`src/rtl/ralu_seq_ctrl.sv`:
```
// RALU command sequencer: expands one register-level command per start/done
// handshake into per-cycle RALU controls and captures the written-back result.
module ralu_seq_ctrl #(
   parameter logic [5:0] CFG_ADD   = 6'b1001_0_0,
   parameter logic [5:0] CFG_SUB   = 6'b0110_0_1,
   parameter logic [5:0] CFG_AND   = 6'b1011_1_0,
   parameter logic [5:0] CFG_OR    = 6'b1110_1_0,
   parameter logic [5:0] CFG_XOR   = 6'b0110_1_0,
   parameter logic [5:0] CFG_PASSA = 6'b1111_1_0,
   parameter logic [5:0] CFG_PASSB = 6'b1010_1_0
) (
   input  logic       clk,
   input  logic       reset,
   input  logic       start,
   input  logic [2:0] op,
   input  logic [2:0] ra,
   input  logic [2:0] rb,
   input  logic [2:0] rd,
   input  logic [3:0] imm,
   input  logic [1:0] cnt,
   input  logic       fill,
   output logic       busy,
   output logic       done,
   output logic [3:0] result,
   output logic       carry_out,
   output logic [3:0] ralu_s,
   output logic       ralu_m,
   output logic       ralu_p0,
   output logic       ralu_a,
   output logic [3:0] ralu_v,
   output logic [2:0] ralu_adr,
   output logic       ralu_wr,
   output logic       ralu_isl,
   output logic       ralu_isr,
   output logic [3:0] ralu_datain,
   input  logic [3:0] ralu_r,
   input  logic       ralu_p4
);

   localparam logic [2:0] OP_ADD = 3'b000;
   localparam logic [2:0] OP_SUB = 3'b001;
   localparam logic [2:0] OP_AND = 3'b010;
   localparam logic [2:0] OP_OR  = 3'b011;
   localparam logic [2:0] OP_XOR = 3'b100;
   localparam logic [2:0] OP_SHL = 3'b101;
   localparam logic [2:0] OP_SHR = 3'b110;
   localparam logic [2:0] OP_LDI = 3'b111;

   typedef enum logic [2:0] {
      S_IDLE,
      S_LDB,
      S_SH,
      S_LDA,
      S_WB
   } state_t;

   state_t     r_state;
   logic [2:0] r_op;
   logic [2:0] r_ra;
   logic [2:0] r_rb;
   logic [2:0] r_rd;
   logic [3:0] r_imm;
   logic [1:0] r_cnt;
   logic       r_fill;
   logic [1:0] r_shcnt;
   logic       r_busy;
   logic       r_done;
   logic [3:0] r_result;
   logic       r_carry;
   logic [5:0] r_cfg;
   logic       r_a;
   logic [3:0] r_v;
   logic [2:0] r_adr;
   logic       r_wr;

   state_t     w_nxt;
   logic [2:0] w_op;
   logic [2:0] w_ra;
   logic [2:0] w_rb;
   logic [2:0] w_rd;
   logic [3:0] w_imm;
   logic [1:0] w_cnt;
   logic       w_fill;
   logic [1:0] w_shcnt;
   logic       w_is_shift;
   logic [5:0] w_cfg;
   logic       w_a;
   logic [3:0] w_v;
   logic [2:0] w_adr;
   logic       w_wr;

   function automatic logic [5:0] cfg_of(input logic [2:0] f_op);
      logic [5:0] c;
      unique case (f_op)
         OP_ADD:  c = CFG_ADD;
         OP_SUB:  c = CFG_SUB;
         OP_AND:  c = CFG_AND;
         OP_OR:   c = CFG_OR;
         OP_XOR:  c = CFG_XOR;
         OP_SHL,
         OP_SHR:  c = CFG_PASSB;
         default: c = CFG_PASSA;
      endcase
      return c;
   endfunction

   assign w_is_shift = (r_op == OP_SHL) || (r_op == OP_SHR);

   // Next state and next latched command fields.
   always_comb begin
      w_nxt   = r_state;
      w_op    = r_op;
      w_ra    = r_ra;
      w_rb    = r_rb;
      w_rd    = r_rd;
      w_imm   = r_imm;
      w_cnt   = r_cnt;
      w_fill  = r_fill;
      w_shcnt = r_shcnt;
      unique case (r_state)
         S_IDLE: begin
            if (start) begin
               w_op   = op;
               w_ra   = ra;
               w_rb   = rb;
               w_rd   = rd;
               w_imm  = imm;
               w_cnt  = cnt;
               w_fill = fill;
               w_nxt  = (op == OP_LDI) ? S_LDA : S_LDB;
            end
         end
         S_LDB: begin
            if (!w_is_shift) begin
               w_nxt = S_LDA;
            end else if (r_cnt == 2'd0) begin
               w_nxt = S_WB;
            end else begin
               w_nxt   = S_SH;
               w_shcnt = r_cnt;
            end
         end
         S_SH: begin
            w_shcnt = r_shcnt - 2'd1;
            if (r_shcnt == 2'd1) w_nxt = S_WB;
         end
         S_LDA:   w_nxt = S_WB;
         S_WB:    w_nxt = S_IDLE;
         default: w_nxt = S_IDLE;
      endcase
   end

   // Controls decoded from the state being entered, so they register
   // in step with it and stay stable for the whole cycle.
   always_comb begin
      w_cfg = CFG_PASSA;
      w_a   = 1'b0;
      w_v   = 4'b0000;
      w_adr = 3'd0;
      w_wr  = 1'b0;
      unique case (w_nxt)
         S_LDB: begin
            w_adr = w_rb;
            w_v   = 4'b0110;
         end
         S_SH: begin
            w_adr = w_rb;
            w_v   = (w_op == OP_SHL) ? 4'b0010 : 4'b0100;
         end
         S_LDA: begin
            w_adr = w_ra;
            w_v   = 4'b0001;
            w_a   = (w_op == OP_LDI);
         end
         S_WB: begin
            w_adr = w_rd;
            w_wr  = 1'b1;
            w_cfg = cfg_of(w_op);
         end
         default: ;
      endcase
   end

   always_ff @(posedge clk) begin
      if (reset) begin
         r_state  <= S_IDLE;
         r_op     <= 3'd0;
         r_ra     <= 3'd0;
         r_rb     <= 3'd0;
         r_rd     <= 3'd0;
         r_imm    <= 4'd0;
         r_cnt    <= 2'd0;
         r_fill   <= 1'b0;
         r_shcnt  <= 2'd0;
         r_busy   <= 1'b0;
         r_done   <= 1'b0;
         r_result <= 4'd0;
         r_carry  <= 1'b0;
         r_cfg    <= CFG_PASSA;
         r_a      <= 1'b0;
         r_v      <= 4'b0000;
         r_adr    <= 3'd0;
         r_wr     <= 1'b0;
      end else begin
         r_state  <= w_nxt;
         r_op     <= w_op;
         r_ra     <= w_ra;
         r_rb     <= w_rb;
         r_rd     <= w_rd;
         r_imm    <= w_imm;
         r_cnt    <= w_cnt;
         r_fill   <= w_fill;
         r_shcnt  <= w_shcnt;
         r_busy   <= (w_nxt != S_IDLE);
         r_done   <= (r_state == S_WB);
         r_cfg    <= w_cfg;
         r_a      <= w_a;
         r_v      <= w_v;
         r_adr    <= w_adr;
         r_wr     <= w_wr;
         if (r_state == S_WB) begin
            r_result <= ralu_r;
            r_carry  <= ralu_p4;
         end
      end
   end

   assign busy        = r_busy;
   assign done        = r_done;
   assign result      = r_result;
   assign carry_out   = r_carry;
   assign ralu_s      = r_cfg[5:2];
   assign ralu_m      = r_cfg[1];
   assign ralu_p0     = r_cfg[0];
   assign ralu_a      = r_a;
   assign ralu_v      = r_v;
   assign ralu_adr    = r_adr;
   assign ralu_wr     = r_wr;
   assign ralu_isl    = r_fill;
   assign ralu_isr    = r_fill;
   assign ralu_datain = r_imm;

endmodule

```
`config.mk`:
```
export PLATFORM = sky130hd
export DESIGN_NAME = ralu_seq_ctrl
export DESIGN_NICKNAME = d
export VERILOG_FILES = /design/src/rtl/ralu_seq_ctrl.sv
export SDC_FILE = /design/constraint.sdc
export NUM_CORES = 1
export LEC_CHECK = 0
export CAP_MARGIN = 25
export CORE_ASPECT_RATIO = 1.4
export CORE_MARGIN = 2
export CORE_UTILIZATION = 60
export DETAILED_ROUTE_END_ITERATION = 10
export DONT_BUFFER_PORTS = 1
export GPL_TIMING_DRIVEN = 0
export PLACE_DENSITY = 0.81
export SYNTH_ARGS = -nofsm -noshare
export SYNTH_HDL_FRONTEND = slang
export SYNTH_SLANG_ARGS = --single-unit
```
`constraint.sdc`:
```
create_clock -name clk -period 2.2 [get_ports clk]
set_input_delay 0.44 -clock clk [delete_from_list [all_inputs] [get_ports clk]]
set_output_delay 0.44 -clock clk [all_outputs]
set_load 0.05 [all_outputs]
```
==> results.md <==
- First-pass DRT Iterations: 4
- Post-layout net count: 240
- # Max-Cap Violations: 0
- Worst R2R Path Depth: 6
- Placed cells: 241
- NetSw: 0.725 mW
- RSZ-0062 raised after global routing: false
- Worst Hold Launch: fill
- Final Max Slew Viols: 0
- Seq cells post-synth: 45
- Vias in the first global route: 1409
- Power Internal: 1.45 mW
- Reg clk slew, reported paths: 0.08 ns
- Power, Total: 2.17 mW
- Layout cells sized above 1: 0.113
- Main area contributors after synthesis: dfxtp_1 (50%), a21oi_1 (6.9%), nand2_1 (6.2%)
- Synth cell count leaders: dfxtp_1 (45), nand2_1 (30), a21oi_1 (25)
- Die X: 50.4 um
- Mapped Area: 1810 um2
- PwrDens: 1090 nW/um2
- Minimum clock period: 2.01 ns
- CP startpoint: r_state[1]
- Root Buffer Master: clkbuf_8
- Syn. warnings: 0
- Min-delay worst type: primary input to flip-flop
- Logic gate share of total power: 0.210
- # H-tree levels: 2
- Register area: 901 um2
- CTS tree: built
- Crit-path max cell delay: 0.58 ns
- Total GRT Usage: 0.256
- Worst setup EP type: flip-flop
- Sequential share of power: 0.497
- Fin Clk Skew: 0.00526 ns
- TritonCTS Buffers: 5
- Share of flip-flops with an asynchronous set or reset: 0
- Static Leakage: 0.753 nW
- Worst Path Arrival: 2.22 ns
- Final hold violation count: 0
- Row cnt: 23
- Design Area, Final: 1990 um2
- Synth area leader: dfxtp_1
- Port Buf Inserts: 0
- Initial Util: 0.628
- Post-DP HPWL: 2970 um
- Final worst slack: 0.189 ns
- Max frequency: 497 MHz
- Syn Area/Cell: 8.86 um2
- Maximum VDD drop: 0.687 mV
- Global-route wire length before repair: 6440 um
- Clk buf depth: 2
- Post-placement setup slack: 0.0673 ns
- Post-synthesis sequential area ratio: 0.499
- Setup TNS: 0 ns
- Final WL: 4040 um
- Area Overhead vs Synth: 10.2%
- Headroom to the max-slew limit: 0.616
- Post-DP Area: 1850 um2
- Crit Path Class: flip-flop to flip-flop
- Grt ovf: 0
- Core Footprint: 2880 um2
- Share of total power in the clock network: 0.293
- Detailed Route Iter0 Violations: 33
- Syn Nets: 232
- Net Sw Frac: 0.334
- WL/cell: 16.2 um
- Initial antenna violation count: 0
- RR Startpoint: r_state[1]
- RD Place Congestion: 0.846
- Worst slew pin tran: 0.564 ns
- Synth Flop Type: dfxtp_1
- Yosys top cell area share: 0.499
- Fin crit share: 0.914
- Routed Antenna Nets: 0
- Slowest-stage cell, CP: mux2i_2
- Worst-path maximum fanout: 9
- Outcome: completed
- DRC violations left: 0
- Crit path launch type: flip-flop
- Synth unique cells: 42
- Count leader, synth: dfxtp_1
- Vias per cell: 5.69
- Largest net degree at the start of global routing: 14
- Filler cells: 245
- Clk_lat worst skew: 0.30 ns
- Die Area: 3470 um2
- Non-Filler Instances: 250
- Cells after Synth: 204
- Required time worst endpoint: 2.41 ns
- Die Y: 68.9 um
- Setup violations, final: 0
- # IOs: 55
- Crit-path cells: buf_6, nor4b_4, mux2i_2, nor3b_2, nand3b_1, a21oi_1
- WHS Path Cells: 2
- Clock sinks: 45
- Multi-input logic area: 821 um2
- EDFF count, synth: 0
- Vias: 1422
- # diodes: 0
[critical path: cells and delay by family, from the launching register on]
kind	cells	cell delay (ns)
buffers and inverters	1	0.13
AND/OR/NAND/NOR	3	0.70
multiplexers	1	0.58
AO/OA/AOI/OAI	1	0.20
flip-flops	1	0.31
[flip-flops by register name, indices dropped and copies added, names as in the netlist]
name         count
busy             1
carry_out        1
done             1
r_cfg            6
r_cnt            2
r_op             3
r_ra             3
r_rb             3
r_rd             3
r_shcnt          2
r_state          3
ralu_a           1
ralu_adr         3
ralu_datain      4
ralu_isl         1
ralu_v           3
ralu_wr          1
result           4
[cell type report]
class                   instances  share of cell area
repair buffers                  1             0.00251
inverters                       7              0.0132
clock inverters                 1              0.0151
well taps                      37              0.0233
plain buffers                  13              0.0377
flip-flops and latches         45               0.453
multi-input cells             139               0.412
clock buffers                   7              0.0434
[final timing paths]
kind | end | slack, ns
worst max-delay path | ralu_v[2] | 0.19
worst min-delay path | ralu_isl | 0.28
worst max register to register | ralu_v[2] | 0.19
worst min register to register | r_ra[2] | 0.46
[power groups by stage]
| stage | sequential (mW) | clock (mW) | combinational (mW) |
|---|---|---|---|
| after floorplan | 1.08 | 0 | 0.355 |
| after global placement | 1.09 | 0 | 0.417 |
| after detailed placement | 1.10 | 0 | 0.438 |
| after CTS | 1.08 | 0.648 | 0.442 |
| after global routing | 1.09 | 0.680 | 0.510 |
| final | 1.08 | 0.637 | 0.456 |
[cell usage in the layout, fill, tap and decap left out, drive strengths merged, types with 2 or more instances in the layout]
cell,instances
nand2,30
mux2i,11
nor4b,2
clkbuf,13
nor4,2
a311oi,2
nand4,2
nand3,4
nor3b,5
inv,7
nor3,2
nor2b,2
dfxtp,45
buf,8
xor2,2
o21ai,8
nor2,24
a21oi,25
or2,2
[layer usage]
layer | share of wire | routed length (um) | track usage
met2 | 0.54 | 2190 | 0.456
met3 | 0.057 | 230 | 0.0690
met4 | 0.027 | 108 | 0.152
met5 | 0 | 0 | 0
met1 | 0.37 | 1510 | 0.270
[per-stage QoR]
stage	hold slack, ns	utilization
after floorplan	0.432	-
after global placement	0.437	0.644
after detailed placement	0.450	0.644
after CTS	0.265	0.684
after global routing	0.275	0.692
final	0.276	0.692
[timing repair]
item,4_1_cts,5_1_grt
resized for setup,0,3
hold buffers,0,0
endpoints found under the setup margin,0,2
setup buffers,0,0
[cell families after synthesis]
family / share of synthesized area
AO/OA/AOI/OAI: 0.137
flip-flops: 0.499
XOR/XNOR: 0.0145
AND/OR/NAND/NOR: 0.222
multiplexers: 0.0630
adder cells (fa/ha/maj): 0.00692
buffers and inverters: 0.0561
other: 0.00208
(Power assumes the default switching activity.)
